**config.mk**
```make
export PLATFORM = sky130hd
export DESIGN_NAME = acc_rmw_ctrl
export DESIGN_NICKNAME = d
export VERILOG_FILES = /design/src/rtl/acc_rmw_ctrl.sv
export SDC_FILE = /design/constraint.sdc
export NUM_CORES = 1
export LEC_CHECK = 0
export BUFFER_PORTS_ARGS = -buffer_cell sky130_fd_sc_hd__buf_2
export CORE_UTILIZATION = 31
export CTS_CLUSTER_DIAMETER = 50
export CTS_CLUSTER_SIZE = 14
export DETAILED_ROUTE_END_ITERATION = 7
export PLACE_DENSITY = 0.61
export SETUP_SLACK_MARGIN = 0.15
export SLEW_MARGIN = 40
export SYNTH_ARGS = -nofsm -noshare
export SYNTH_HDL_FRONTEND = slang
export SYNTH_SLANG_ARGS = --single-unit
```
**constraint.sdc**
```tcl
create_clock -name clk -period 5.7 [get_ports clk]
set_clock_uncertainty 0.1 [all_clocks]
set_input_delay 1.14 -clock clk [delete_from_list [all_inputs] [get_ports clk]]
set_output_delay 1.14 -clock clk [all_outputs]
set_load 0.05 [all_outputs]
```
**src/rtl/acc_rmw_ctrl.sv**
```systemverilog
`timescale 1ns / 1ps
// acc_rmw_ctrl
// Read-modify-write controller for an accumulator RAM with a synchronous
// read port (data one cycle after rd_en) and a separate write port.
// Each accepted request adds in_data to the addressed entry, or overwrites it
// when in_clear is set. The pipeline accepts one op per cycle and commits it
// two cycles after acceptance. Results still in flight are forwarded to
// younger ops that target the same address. A clear_start pulse drains the
// pipeline, then zeroes every entry in ascending address order.
//
// Parameters
//   AW : RAM address width (DEPTH = 2**AW entries)
//   DW : RAM data width; sums wrap modulo 2**DW
//
// Ports
//   clk, rst        : single clock, synchronous active-high reset
//   in_valid/ready  : request handshake; in_addr, in_data, in_clear payload
//   clear_start     : request a full zero sweep (honoured only when idle)
//   clear_done      : one-cycle pulse with the final sweep write
//   rd_en/addr/data : RAM read port
//   wr_en/we/addr/wdata : RAM write port (wr_we always mirrors wr_en)
//   busy            : pipeline holds an op or a sweep is pending/running
module acc_rmw_ctrl #(
  parameter int unsigned AW = 8,
  parameter int unsigned DW = 32
) (
  input  logic          clk,
  input  logic          rst,
  input  logic          in_valid,
  output logic          in_ready,
  input  logic [AW-1:0] in_addr,
  input  logic [DW-1:0] in_data,
  input  logic          in_clear,
  input  logic          clear_start,
  output logic          clear_done,
  output logic          rd_en,
  output logic [AW-1:0] rd_addr,
  input  logic [DW-1:0] rd_data,
  output logic          wr_en,
  output logic          wr_we,
  output logic [AW-1:0] wr_addr,
  output logic [DW-1:0] wr_wdata,
  output logic          busy
);

  typedef enum logic [1:0] {StIdle, StDrain, StClear} state_e;

  state_e state_q, state_d;

  // Stage S1: op waiting for its read data.
  logic          s1_valid_q, s1_valid_d;
  logic [AW-1:0] s1_addr_q, s1_addr_d;
  logic [DW-1:0] s1_data_q, s1_data_d;
  logic          s1_clear_q, s1_clear_d;

  // Stage S2: computed result being written this cycle.
  logic          s2_valid_q, s2_valid_d;
  logic [AW-1:0] s2_addr_q, s2_addr_d;
  logic [DW-1:0] s2_wdata_q, s2_wdata_d;

  // History H: the write committed on the previous edge. The RAM read issued
  // in the same cycle as that write returned the pre-write value.
  logic          h_valid_q, h_valid_d;
  logic [AW-1:0] h_addr_q, h_addr_d;
  logic [DW-1:0] h_wdata_q, h_wdata_d;

  logic [AW-1:0] clr_cnt_q, clr_cnt_d;

  logic          accept;
  logic          sweep_last;
  logic [DW-1:0] operand;
  logic [DW-1:0] result;

  assign in_ready   = (state_q == StIdle) && !rst;
  assign accept     = in_valid && in_ready;
  assign sweep_last = &clr_cnt_q;

  // Read port is driven only in the accept cycle.
  always_comb begin
    rd_en   = accept;
    rd_addr = accept ? in_addr : '0;
  end

  // Operand select: the nearest older in-flight write to the same entry wins.
  always_comb begin
    operand = rd_data;
    if (s2_valid_q && (s2_addr_q == s1_addr_q)) begin
      operand = s2_wdata_q;
    end else if (h_valid_q && (h_addr_q == s1_addr_q)) begin
      operand = h_wdata_q;
    end
    result = s1_clear_q ? s1_data_q : operand + s1_data_q;
  end

  // Pipeline and history next-state.
  always_comb begin
    s1_valid_d = accept;
    s1_addr_d  = in_addr;
    s1_data_d  = in_data;
    s1_clear_d = in_clear;

    s2_valid_d = s1_valid_q;
    s2_addr_d  = s1_addr_q;
    s2_wdata_d = result;

    h_valid_d  = s2_valid_q;
    h_addr_d   = h_addr_q;
    h_wdata_d  = h_wdata_q;
    if (s2_valid_q) begin
      h_addr_d  = s2_addr_q;
      h_wdata_d = s2_wdata_q;
    end
    // RAM is all zeros after a sweep; nothing older may be forwarded.
    if ((state_q == StClear) && sweep_last) begin
      h_valid_d = 1'b0;
    end
  end

  // FSM next-state and write-port outputs.
  always_comb begin
    state_d    = state_q;
    clr_cnt_d  = clr_cnt_q;
    clear_done = 1'b0;
    wr_en      = 1'b0;
    wr_addr    = '0;
    wr_wdata   = '0;

    unique case (state_q)
      StIdle: begin
        if (clear_start) begin
          state_d = StDrain;
        end
      end
      StDrain: begin
        if (!s1_valid_q && !s2_valid_q) begin
          state_d   = StClear;
          clr_cnt_d = '0;
        end
      end
      StClear: begin
        clr_cnt_d = clr_cnt_q + 1'b1;
        if (sweep_last) begin
          clear_done = 1'b1;
          state_d    = StIdle;
        end
      end
      default: state_d = StIdle;
    endcase

    // S2 is always empty during the sweep, so the two writers never overlap.
    if (state_q == StClear) begin
      wr_en   = 1'b1;
      wr_addr = clr_cnt_q;
    end else if (s2_valid_q) begin
      wr_en    = 1'b1;
      wr_addr  = s2_addr_q;
      wr_wdata = s2_wdata_q;
    end

    // Registered state only clears on the edge; mask outputs while rst is high.
    if (rst) begin
      clear_done = 1'b0;
      wr_en      = 1'b0;
      wr_addr    = '0;
      wr_wdata   = '0;
    end
  end

  assign wr_we = wr_en;
  assign busy  = !rst && (s1_valid_q || s2_valid_q || (state_q != StIdle));

  always_ff @(posedge clk) begin
    if (rst) begin
      state_q   <= StIdle;
      clr_cnt_q <= '0;
    end else begin
      state_q   <= state_d;
      clr_cnt_q <= clr_cnt_d;
    end
  end

  always_ff @(posedge clk) begin
    if (rst) begin
      s1_valid_q <= 1'b0;
      s1_addr_q  <= '0;
      s1_data_q  <= '0;
      s1_clear_q <= 1'b0;
      s2_valid_q <= 1'b0;
      s2_addr_q  <= '0;
      s2_wdata_q <= '0;
      h_valid_q  <= 1'b0;
      h_addr_q   <= '0;
      h_wdata_q  <= '0;
    end else begin
      s1_valid_q <= s1_valid_d;
      s1_addr_q  <= s1_addr_d;
      s1_data_q  <= s1_data_d;
      s1_clear_q <= s1_clear_d;
      s2_valid_q <= s2_valid_d;
      s2_addr_q  <= s2_addr_d;
      s2_wdata_q <= s2_wdata_d;
      h_valid_q  <= h_valid_d;
      h_addr_q   <= h_addr_d;
      h_wdata_q  <= h_wdata_d;
    end
  end

endmodule

```
* After elaboration in Yosys (flattened, before gate mapping)
Index checks and enable logic that the tools add are counted.
Storage, ports and cells: register bits after elaboration 134, latch bits 0, memory bits (writable) 0, ROM bits 0, input port bits 77, output and inout port bits 54, logic and storage cells 62, memories 0
Cells by class: $add $sub $neg 2, $mul 0, div/mod/pow operators 0, order comparisons 0, equal/unequal tests 7, shift operators 0, muxes and demuxes 22, bitwise operators 0, reduce and logical (&&, ||, !) cells 19
Operators by type and width (number):
- 32-bit two-way mux | 6
- 8-bit two-way mux | 5
- 32-bit adder | 1
- 8-bit == test | 2
- 8-bit one-hot mux with 2 select lines | 1
- 8-bit by 1-bit adder with 8-bit output, second input constant | 1
- 8-bit AND reduction | 1
- 1-bit logical AND | 7
- 1-bit two-way mux | 6
- 2-bit two-way mux | 3
- 2-bit inequality test, second input constant | 3
- 2-bit one-hot mux with 3 select lines | 1
- 2-bit nonzero test | 2
- 1-bit zero test | 3
- 3-bit AND reduction | 1
- 2-bit by 1-bit == test with 1-bit output, second input constant | 1
- 2-bit == test, second input constant | 1
- 2-bit zero test | 1
- 1-bit logical OR | 2
- 2-bit AND reduction | 1
- 2-bit OR reduction | 1

* Longest topological paths before layout
word-level depth 6, gate-level depth with buffers 17, depth with buffers taken out 16

* Worst setup path after synthesis
No wires, ideal clock.
kind input port to output port, from input rst, to output clear_done, data arrival time 3042 ps, required time 4460 ps, setup slack 1418 ps, cell stages on the path 3, path buffers 2, path through buf_2 clkbuf_1 nor4_1
Between the ends: longest elaborated chain between the ends 1
Ends and longest elaborated chain:
- start, declared | RTL line 28 | input logic rst,
- 1-bit two-way mux | RTL line 161 | if (rst) begin
- end, declared | RTL line 35 | output logic clear_done,
Every way passes these cells.

* Worst setup path in the final report
from register s1_addr_q[7], to register s2_wdata_q[26]
Between the ends: longest elaborated chain between the ends 6, elaborated cells between the ends (all ways) 8, classes of those cells 1 x add/sub; 2 x eq/ne; 3 x mux; 2 x reduce/logical
Ends and longest elaborated chain:
- start, declared | RTL line 52 | logic [AW-1:0] s1_addr_q, s1_addr_d;
- start signal, assigned | RTL line 196 | s1_addr_q <= s1_addr_d;
- 8-bit == test | RTL line 89 | end else if (h_valid_q && (h_addr_q == s1_addr_q)) begin
- 1-bit logical AND | RTL line 89
- 32-bit two-way mux | RTL line 89
- 32-bit two-way mux * | RTL line 87 | if (s2_valid_q && (s2_addr_q == s1_addr_q)) begin
- 32-bit adder * | RTL line 92 | result = s1_clear_q ? s1_data_q : operand + s1_data_q;
- 32-bit two-way mux * | RTL line 92
- end signal, assigned | RTL line 201 | s2_wdata_q <= s2_wdata_d;
- end, declared | RTL line 59 | logic [DW-1:0] s2_wdata_q, s2_wdata_d;
Every way passes the cells marked *; elsewhere a longest branch is shown, timed or not. A chain may end at the register's enable or synchronous reset.

==> flow_summary.html <==
<table>
<tr><th>Metric</th><th>Value</th></tr>
<tr><th colspan="2">Final layout</th></tr>
<tr><td>Fraction of layout cells with a size suffix above 1</td><td>0.183</td></tr>
<tr><td>Synthesis-to-finish area growth</td><td>19.9%</td></tr>
<tr><td>Fin nets</td><td>approximately 1,100</td></tr>
<tr><th colspan="2">Worst hold path</th></tr>
<tr><td>Source of the worst hold timing path</td><td>s1_data_q[5]</td></tr>
<tr><td>Min-Delay Path Class</td><td>reg2reg</td></tr>
<tr><th colspan="2">STA</th></tr>
<tr><td>Final-layout setup total negative slack</td><td>0 ns</td></tr>
<tr><td>Maximum operating frequency</td><td>228 MHz</td></tr>
<tr><td>Slew of the pin with the lowest slew margin</td><td>0.833 ns</td></tr>
<tr><td>Final Cycle Share</td><td>0.770</td></tr>
<tr><td>Final setup violation count</td><td>0</td></tr>
<tr><td>RSZ-0062 raised after global routing</td><td>no</td></tr>
<tr><td>Number of hold-slack violations in the final timing report</td><td>0</td></tr>
<tr><td>Max-Slew Margin vs Limit</td><td>0.444</td></tr>
<tr><td>Shortest clock period the worst path allows after layout</td><td>4.39 ns</td></tr>
<tr><td>Post-route setup slack</td><td>1.31 ns</td></tr>
<tr><td>Total count of max-transition violations in the final report</td><td>0</td></tr>
<tr><th colspan="2">Floorplan</th></tr>
<tr><td>Chip width</td><td>155 um</td></tr>
<tr><td>Total Die Area</td><td>0.0242 mm^2</td></tr>
<tr><td>Total number of placement rows</td><td>55</td></tr>
<tr><td>Core area</td><td>0.0228 mm^2</td></tr>
<tr><td>Height of the die</td><td>155 um</td></tr>
<tr><td>Starting density of the core</td><td>0.320</td></tr>
<tr><td>Number of top-level pins</td><td>131</td></tr>
<tr><th colspan="2">Yosys</th></tr>
<tr><td>Most used flip-flop cell after synthesis</td><td>dfxtp_1</td></tr>
<tr><td>Mean instance size in the synthesized netlist</td><td>8.40 um^2</td></tr>
<tr><td>Count of flip-flops with a built-in enable after synthesis</td><td>0</td></tr>
<tr><td>Most frequently used cell type in the post-synthesis netlist</td><td>dfxtp_1</td></tr>
<tr><td>Most frequent cells after synthesis</td><td>dfxtp_1 (134), nor2_1 (123), a21oi_1 (91)</td></tr>
<tr><td>Yosys warning count</td><td>0</td></tr>
<tr><td>Number of library cell types mapped by synthesis</td><td>63</td></tr>
<tr><td>Dominant cells by area after synthesis</td><td>dfxtp_1 (37%), mux2i_1 (11%), nor2_1 (6.3%), a21oi_1 (6.2%), ha_1 (5.8%)</td></tr>
<tr><td>Post-synthesis cell type with the largest combined area</td><td>dfxtp_1</td></tr>
<tr><td>Synthesis-stage register bit count</td><td>~130</td></tr>
<tr><td>Combined area of all synthesized cells</td><td>0.00730 mm^2</td></tr>
<tr><td>Share of async-settable or async-resettable flops after synthesis</td><td>0</td></tr>
<tr><td>Synthesized netlist net count</td><td>~980</td></tr>
<tr><td>Number of cells produced by synthesis</td><td>~870</td></tr>
<tr><td>Post-synth top area share</td><td>0.367</td></tr>
<tr><td>Sequential share of the synthesized area</td><td>0.367</td></tr>
<tr><th colspan="2">Worst setup path</th></tr>
<tr><td>Launching instance or port of the critical path</td><td>s1_addr_q[7]</td></tr>
<tr><td>Worst EP required</td><td>5.95 ns</td></tr>
<tr><td>Worst R2R Setup Slack</td><td>between 1 and 1.5 ns</td></tr>
<tr><td>Maximum fanout along the worst path</td><td>32</td></tr>
<tr><td>Endpoint type of the worst setup path</td><td>flop</td></tr>
<tr><td>Critical Setup Path Class</td><td>reg2reg</td></tr>
<tr><td>Launch point of the worst reg-to-reg path</td><td>s1_addr_q[7]</td></tr>
<tr><td>Arrival @ worst endpoint</td><td>between 4 and 5 ns</td></tr>
<tr><td>Critical path startpoint category</td><td>flop</td></tr>
<tr><th colspan="2">Placement</th></tr>
<tr><td>Setup WS pre-CTS</td><td>1.29 ns</td></tr>
<tr><td>HPWL reported at the end of detailed placement</td><td>13,400 um</td></tr>
<tr><td>Placer Congestion</td><td>0.834</td></tr>
<tr><td>Input/output buffers</td><td>130</td></tr>
<tr><th colspan="2">Routing</th></tr>
<tr><td>DRT iter0 DRCs</td><td>346</td></tr>
<tr><td>Total via count in the routed design</td><td>6,258</td></tr>
<tr><td>Routed WL</td><td>roughly 19,000 um</td></tr>
<tr><td>TritonRoute pass-1 iters</td><td>5</td></tr>
<tr><td>Post-DRT Antenna Nets</td><td>0</td></tr>
<tr><td>DRC viols</td><td>0</td></tr>
<tr><td>Average wire length per cell after detail routing</td><td>14.4 um</td></tr>
<tr><td>DR vias/cell</td><td>4.80</td></tr>
<tr><th colspan="2">Clock tree</th></tr>
<tr><td>Clock Tree Buf Depth</td><td>2</td></tr>
<tr><td>Clock tree from TritonCTS</td><td>done</td></tr>
<tr><td>Count of cells resized by post-cts repair</td><td>0</td></tr>
<tr><td>Post CTS Setup Buffer Count</td><td>0</td></tr>
<tr><td>Clock root buffer</td><td>clkbuf_16</td></tr>
<tr><td>Number of buffers created by CTS</td><td>17</td></tr>
<tr><td>Later-pin clock latency in the skew report</td><td>about 0.42 ns</td></tr>
<tr><td>Clock transition at the registers of the reported paths</td><td>0.06 ns</td></tr>
<tr><td>CTS sink count</td><td>134</td></tr>
<tr><td>Htree depth</td><td>4</td></tr>
<tr><td>Hold Buf Count CTS</td><td>0</td></tr>
<tr><th colspan="2">Global routing</th></tr>
<tr><td>Via count of the first global-routing pass</td><td>5,880</td></tr>
<tr><td>Maximum number of pins on one net before global-route repair</td><td>84</td></tr>
<tr><td>Combined global-route utilization of all metal layers</td><td>0.158</td></tr>
<tr><td>Antenna violations before repair</td><td>1</td></tr>
<tr><td>First-pass GRT wire length</td><td>30,100 um</td></tr>
<tr><td>Total gr overflow</td><td>0</td></tr>
<tr><th colspan="2">Power and ir drop</th></tr>
<tr><td>Power density over the cells</td><td>275 mW/mm^2</td></tr>
<tr><td>Worst ir drop on vdd</td><td>147 uV</td></tr>
<tr><td>Static Leak</td><td>0.00374 uW</td></tr>
<tr><th colspan="2">Run</th></tr>
<tr><td>Maximum capacitance violations</td><td>0</td></tr>
<tr><th colspan="2">Outcome</th></tr>
<tr><td>Run status</td><td>finished clean</td></tr>
</table>
-- worst max-delay path, cell delays in order, from the launching register on --
cell and delay, ns:
dfxtp_1 0.38, xnor2_1 0.15, nand4_1 0.15, nor3_2 0.13
buf_4 0.51, mux2i_1 0.24, a21oi_1 0.08, ha_1 0.23
inv_1 0.08, fa_1 0.18, nand2b_1 0.16, a21oi_1 0.12
o31ai_1 0.57, a21oi_2 0.24, a211oi_4 0.37, o21ai_0 0.16
or3_1 0.32, a21oi_1 0.14
-- through the flow --
step	cells	power, uW	hold slack [ns]	utilization	instance area (um^2)
detailed placement	1271	1450	0.360	0.360	8220
global route	1303	2530	0.395	0.383	8750
floorplan	869	1350	0.339	-	7300
global placement	1271	1450	0.361	0.360	8220
finish	1303	2410	0.372	0.383	8750
CTS	1302	2440	0.379	0.383	8740
-- layout make-up --
| class | instances | area [um^2] |
|---|---|---|
| fill | 2427 | 14100 |
| multi-input combinational | 669 | 4380 |
| sequential | 134 | 2680 |
| timing repair buffer | 138 | 717 |
| clock buffer | 21 | 460 |
| tap | 313 | 392 |
| inverter | 17 | 63.8 |
| clock inverter | 10 | 57.6 |
| antenna | 1 | 2.50 |
-- state kept, by name, indices dropped and copies added (netlist names) --
name	count
h_valid_q	1
s1_clear_q	1
s2_valid_q	1
s1_addr_q	8
s1_valid_q	1
clr_cnt_q	8
s1_data_q	32
h_addr_q	8
state_q	2
h_wdata_q	32
s2_addr_q	8
s2_wdata_q	32
-- per-layer routing --
layer  part of all wire  track usage  up-vias
met1               0.48        0.209     2871
met4              0.017       0.0612        0
met2               0.46        0.254      137
li1                   -            -     3231
met3              0.040       0.0309       19
met5                  0            0        -
-- report_power, final --
part	switching, uW	internal (uW)
Combinational	234	168
Sequential	43.0	991
Clock	403	569
Total	680	1730
-- cells in the final DEF, fill, tap and decap left out, drive strengths merged, types with 21 or more instances in the layout --
cell / n
ha: 34
nand2: 46
nand3: 24
o21ai: 23
buf: 138
nor2: 123
dfxtp: 134
and2: 36
mux2i: 77
clkbuf: 21
nor2b: 57
a21oi: 92
-- cells by family after synthesis --
family | Yosys count | synth area share
AO/OA/AOI/OAI | 184 | 0.160
XOR/XNOR | 30 | 0.0360
adder cells (fa/ha/maj) | 35 | 0.0610
buffers and inverters | 66 | 0.0353
flip-flops | 134 | 0.367
multiplexers | 78 | 0.107
AND/OR/NAND/NOR | 342 | 0.233
-- final timing paths --
kind,cells after the start,to
setup reg to reg,17,s2_wdata_q[26]
setup / recovery,17,s2_wdata_q[26]
hold reg to reg,2,s2_wdata_q[5]
hold / removal,2,s2_wdata_q[5]
Power figures use the tool's default switching activity.
